==> src/rtl/spi_master_if.sv <==
// Bundle of the frame-request handshake and the SPI pins of spi_master.
// The master modport is the spi_master view; the slave modport is the client/bench view.
interface spi_master_if;
    logic       start;
    logic [1:0] cmd;
    logic [7:0] din;
    logic       busy;
    logic       done;
    logic [7:0] rd_data;
    logic       rd_valid;
    logic       SS_n;
    logic       MOSI;
    logic       MISO;

    modport master (
        input  start, cmd, din, MISO,
        output busy, done, rd_data, rd_valid, SS_n, MOSI
    );

    modport slave (
        output start, cmd, din, MISO,
        input  busy, done, rd_data, rd_valid, SS_n, MOSI
    );
endinterface

==> src/rtl/spi_master.sv <==
// Single-clock SPI master: select bit, 2-bit command and 8-bit payload out MSB first,
// then (read-data frames only) an optional turnaround gap and 8 bits received on MISO.
module spi_master #(
    parameter int TURNAROUND = 2
) (
    input  logic         clk,
    input  logic         rst,
    spi_master_if.master bus
);
    typedef enum logic [2:0] {
        S_IDLE,
        S_SEL,
        S_SHIFT,
        S_TURN,
        S_RECV,
        S_END
    } state_t;

    // Counters hold "cycles remaining after this one", so a state lasting N cycles loads N-1.
    localparam logic [3:0] SHIFT_LOAD = 4'd9;
    localparam logic [3:0] RECV_LOAD  = 4'd7;
    localparam logic [3:0] TURN_LOAD  = (TURNAROUND > 0) ? 4'(TURNAROUND - 1) : 4'd0;

    state_t     r_state;
    logic [9:0] r_shift;
    logic [1:0] r_cmd;
    logic [3:0] r_cnt;
    logic       r_ss_n;
    logic       r_mosi;
    logic       r_done;
    logic       r_rd_valid;
    logic [7:0] r_rd_data;
    logic       w_read_data;

    assign w_read_data  = (r_cmd == 2'b11);
    assign bus.busy     = (r_state != S_IDLE);
    assign bus.done     = r_done;
    assign bus.rd_valid = r_rd_valid;
    assign bus.rd_data  = r_rd_data;
    assign bus.SS_n     = r_ss_n;
    assign bus.MOSI     = r_mosi;

    always_ff @(posedge clk or posedge rst) begin
        if (rst) begin
            r_state    <= S_IDLE;
            r_shift    <= 10'd0;
            r_cmd      <= 2'b00;
            r_cnt      <= 4'd0;
            r_ss_n     <= 1'b1;
            r_mosi     <= 1'b0;
            r_done     <= 1'b0;
            r_rd_valid <= 1'b0;
            r_rd_data  <= 8'h00;
        end else begin
            r_done     <= 1'b0;
            r_rd_valid <= 1'b0;
            case (r_state)
                S_IDLE: begin
                    r_ss_n <= 1'b1;
                    r_mosi <= 1'b0;
                    if (bus.start) begin
                        r_shift <= {bus.cmd, bus.din};
                        r_cmd   <= bus.cmd;
                        r_ss_n  <= 1'b0;
                        r_mosi  <= bus.cmd[1];
                        r_state <= S_SEL;
                    end
                end
                S_SEL: begin
                    r_mosi  <= r_shift[9];
                    r_shift <= {r_shift[8:0], 1'b0};
                    r_cnt   <= SHIFT_LOAD;
                    r_state <= S_SHIFT;
                end
                S_SHIFT: begin
                    if (r_cnt != 4'd0) begin
                        r_mosi  <= r_shift[9];
                        r_shift <= {r_shift[8:0], 1'b0};
                        r_cnt   <= r_cnt - 4'd1;
                    end else if (w_read_data) begin
                        r_mosi <= 1'b0;
                        if (TURNAROUND == 0) begin
                            r_cnt   <= RECV_LOAD;
                            r_state <= S_RECV;
                        end else begin
                            r_cnt   <= TURN_LOAD;
                            r_state <= S_TURN;
                        end
                    end else begin
                        r_ss_n  <= 1'b1;
                        r_mosi  <= 1'b0;
                        r_done  <= 1'b1;
                        r_state <= S_END;
                    end
                end
                S_TURN: begin
                    r_mosi <= 1'b0;
                    if (r_cnt != 4'd0) begin
                        r_cnt <= r_cnt - 4'd1;
                    end else begin
                        r_cnt   <= RECV_LOAD;
                        r_state <= S_RECV;
                    end
                end
                S_RECV: begin
                    // The transmit register is all zeros by now, so it doubles as the receiver.
                    r_mosi  <= 1'b0;
                    r_shift <= {r_shift[8:0], bus.MISO};
                    if (r_cnt != 4'd0) begin
                        r_cnt <= r_cnt - 4'd1;
                    end else begin
                        r_rd_data  <= {r_shift[6:0], bus.MISO};
                        r_rd_valid <= 1'b1;
                        r_done     <= 1'b1;
                        r_ss_n     <= 1'b1;
                        r_state    <= S_END;
                    end
                end
                S_END: begin
                    r_ss_n  <= 1'b1;
                    r_mosi  <= 1'b0;
                    r_state <= S_IDLE;
                end
                default: begin
                    r_ss_n  <= 1'b1;
                    r_mosi  <= 1'b0;
                    r_state <= S_IDLE;
                end
            endcase
        end
    end
endmodule

==> src/flat_wrapper.sv <==
// flat-port wrapper written by rule: the top's interface ports become plain ports
module spi_master_flat 
#(
    parameter int TURNAROUND = 2
)
  (clk, rst, bus_start, bus_cmd, bus_din, bus_MISO, bus_busy, bus_done, bus_rd_data, bus_rd_valid, bus_SS_n, bus_MOSI);
  spi_master_if bus_i ();
  input  logic clk;
  input  logic rst;
  input wire logic [$bits(bus_i.start)-1:0] bus_start;
  input wire logic [$bits(bus_i.cmd)-1:0] bus_cmd;
  input wire logic [$bits(bus_i.din)-1:0] bus_din;
  input wire logic [$bits(bus_i.MISO)-1:0] bus_MISO;
  output wire logic [$bits(bus_i.busy)-1:0] bus_busy;
  output wire logic [$bits(bus_i.done)-1:0] bus_done;
  output wire logic [$bits(bus_i.rd_data)-1:0] bus_rd_data;
  output wire logic [$bits(bus_i.rd_valid)-1:0] bus_rd_valid;
  output wire logic [$bits(bus_i.SS_n)-1:0] bus_SS_n;
  output wire logic [$bits(bus_i.MOSI)-1:0] bus_MOSI;
  assign bus_i.start = bus_start;
  assign bus_i.cmd = bus_cmd;
  assign bus_i.din = bus_din;
  assign bus_i.MISO = bus_MISO;
  assign bus_busy = bus_i.busy;
  assign bus_done = bus_i.done;
  assign bus_rd_data = bus_i.rd_data;
  assign bus_rd_valid = bus_i.rd_valid;
  assign bus_SS_n = bus_i.SS_n;
  assign bus_MOSI = bus_i.MOSI;
  spi_master #(.TURNAROUND(TURNAROUND)) u_core (.clk(clk), .rst(rst), .bus(bus_i));
endmodule
==> config.mk <==
export PLATFORM = sky130hd
export DESIGN_NAME = spi_master_flat
export DESIGN_NICKNAME = d
export VERILOG_FILES = /design/src/rtl/spi_master_if.sv /design/src/rtl/spi_master.sv /design/src/flat_wrapper.sv
export SDC_FILE = /design/constraint.sdc
export NUM_CORES = 1
export LEC_CHECK = 0
export ABC_CLOCK_PERIOD_IN_PS = 2300
export CORE_AREA = 2 2 59 61
export CTS_BUF_LIST = sky130_fd_sc_hd__clkbuf_16
export CTS_CLUSTER_SIZE = 24
export DETAILED_ROUTE_END_ITERATION = 16
export DIE_AREA = 0 0 61 63
export PLACE_DENSITY = 0.85
export SLEW_MARGIN = 20
export SYNTH_ARGS = -nofsm -noshare
export SYNTH_HDL_FRONTEND = slang
export SYNTH_SLANG_ARGS = --single-unit
==> constraint.sdc <==
create_clock -name clk -period 2.3 [get_ports clk]
set_input_delay 0.69 -clock clk [delete_from_list [all_inputs] [get_ports clk]]
set_output_delay 0.69 -clock clk [all_outputs]
set_load 0.02 [all_outputs]
==> metrics.txt <==
clock slew at reported path FFs roughly 0.050 ns; Port Buf Inserts 26; crit start category flop; Initial DRC Count 30; final core utilization 64.7%; RSZ-0062 raised after global routing no; antenna cell count 0; TritonCTS buffer count 5; Slew Limit Fails 0; Initial Util 49.1%; relative slew slack 62.1%; CTS Root Cell clkbuf_16; # DRC 0; routed wire length per instance 15.7 um; post-CTS setup buffer count 0; worst slack at placement 0.133 ns; most frequent cells in the layout dfrtp_1 (30), mux2_2 (27), clkdlybuf4s50_1 (26); global router's overall resource usage 20.4%; Setup Total Neg Slack 0 ns; routed via count between 1,000 and 1,500; achievable frequency 0.450 GHz; vias in the first global route 1,216; number of synthesized flops with an enable pin 0; Die Span X around 61 um; syn_nets 140; Reg area 777 sq um; Die Span Y between 60 and 70 um; Period minus WS final 2.22 ns; synth unique cells 38; ANT nets after route 0; Cell Area, Synth 0.00159 sq mm; CP max stage cell clkdlybuf4s50_1; footprint of the multi-input gates 763 sq um; dpl hpwl 2260 um; drt pass-1 iters 4; Avg Cell Area, Syn around 13 sq um; Async SR Flop Fraction 100%; die area about 0.0038 sq mm; clock sink count 31; total core area 0.00323 sq mm; htree depth 2; buffers and inverters on the worst path 2; Largest stage delay, worst path 0.53 ns; Seq/Total Area, Yosys 49.0%; final period utilization between 90% and 100%; post-layout worst setup margin 0.0757 ns; first-pass GRT wire length 5720 um; leakage 0.895 nW; WL final ~3300 um; Setup violations, final 0; status finished clean; worst slew pin tran 0.568 ns; Ys Warns 0; Filler cells 230; Clock Latency Late Sink 0.28 ns; predominant post-synthesis flop cell dfrtp_1; Cells after Synth 125; most common cell after layout, fill and taps aside dfrtp_1; number of antenna violations at the first check in global routing 0; Syn-to-layout area delta 31.7%; CTS tree done; Critical Path AT 1.53 ns; # IOs 27; clk buf depth 2; Worst EP required 1.61 ns; Hold/Removal Path Class flop to flop; total grt overflow 0; Power Dens Cells about 1500 mW/mm^2; Post-CTS Hold Buffers 0; RD Place Congestion 0.808; Max-cap violations 0; final net count 177; worst vdd ir 0.728 mV; Crit path max-delay family buffers and inverters; row count 21; placed instance area 0.00194 sq mm; Crit Path Max Fanout 6; share of layout cells above drive strength 1 33.7%; vias per cell 5.45; Setup crit end kind output pin; Hold Vio Cnt, Final 0; Seq cells post-synth 31; Crit Path Category flop to output pin; Final Skew ~0.0038 ns; Cell Chain, Critical Path nor3_4, inv_1, clkdlybuf4s50_1; Final Cell Area 0.00209 sq mm; pin count of the biggest net entering global routing 17
[state kept, by name, summed over array words and instances (netlist names)]
signal,cells
u_core.r_cnt,4
u_core.bus.rd_valid,1
u_core.bus.done,1
u_core.bus.SS_n,1
u_core.bus.MOSI,1
u_core.bus.rd_data,8
u_core.r_cmd,2
u_core.r_state,3
u_core.r_shift,10
[worst reg2reg max path: cells and delay by family, from the launching register on]
kind / cells / cell delay (ns)
AND/OR/NAND/NOR: 1 / 0.20
multiplexers: 2 / 0.70
AO/OA/AOI/OAI: 1 / 0.49
flip-flops: 1 / 0.41
buffers and inverters: 1 / 0.20
[worst paths after layout]
check                                 startpoint                     to  slack [ns]  cells past startpoint
max                            u_core.r_state[2]               bus_busy        0.08                      3
min                        u_core.bus.rd_data[7]  u_core.bus.rd_data[7]        0.50                      1
max reg2reg                    u_core.r_state[1]      u_core.r_shift[1]        0.18                      5
min reg2reg                u_core.bus.rd_data[7]  u_core.bus.rd_data[7]        0.50                      1
max in group asynchronous                    rst        u_core.bus.SS_n        1.28                      3
min in group asynchronous                    rst      u_core.r_shift[5]        0.77                      3
[layer usage]
| layer | global-route usage (%) | share of wire (%) |
|---|---|---|
| met1 | 25.9 | 42 |
| met2 | 30.4 | 49 |
| met3 | 8.07 | 5.9 |
| met4 | 8.70 | 2.3 |
| met5 | 0 | 0 |
[where the power goes]
part	internal [mW]	total, mW	leakage [nW]	switching [mW]
logic	0.843	1.58	0.436	0.739
clock network	0.388	0.610	0.0701	0.221
registers	0.768	0.926	0.389	0.158
total	2.00	3.12	0.895	1.12
[cell families after synthesis]
group / count (synthesis) / synth area share, %
AOI/OAI and AO/OA: 29 / 16.1
adders and majority gates: 1 / 0.789
muxes: 29 / 20.6
and+or+nand+nor: 24 / 9.94
DFF: 31 / 49.0
buffers and inverters: 11 / 3.63
[timing repair]
action,4_1_cts,5_1_grt
setup endpoints to repair,1,1
resized for setup,1,1
pin swaps,0,0
[per-stage QoR]
stage          cells  hold slack, ns  total power, mW
5_1_grt          209           0.509             3.31
4_1_cts          209           0.504             3.12
2_1_floorplan    125           0.462             2.05
3_3_place_gp     201           0.486             2.40
3_5_place_dp     201           0.493             2.48
6_report         209           0.501             3.12
[Yosys cell counts, types with 2 or more instances]
cell type,number,area [sq um]
a21oi_1,7,35.0
buf_6,2,22.5
dfrtp_1,30,751
inv_1,8,30.0
mux2_1,2,22.5
mux2_2,27,304
nand2_1,4,15.0
nor2_1,4,15.0
nor2b_1,3,18.8
nor3_1,2,10.0
nor3b_2,2,25.0
o21a_1,2,15.0
o21ai_0,6,30.0
or3b_4,2,22.5
[final cells by class]
type	instances	share of cell area, %
multi-input cells	83	36.5
flip-flops and latches	31	37.2
well taps	46	2.75
clock inverters	3	0.539
inverters	8	1.44
clock buffers	5	5.99
repair buffers	33	15.6
Power figures use the tool's default switching activity.
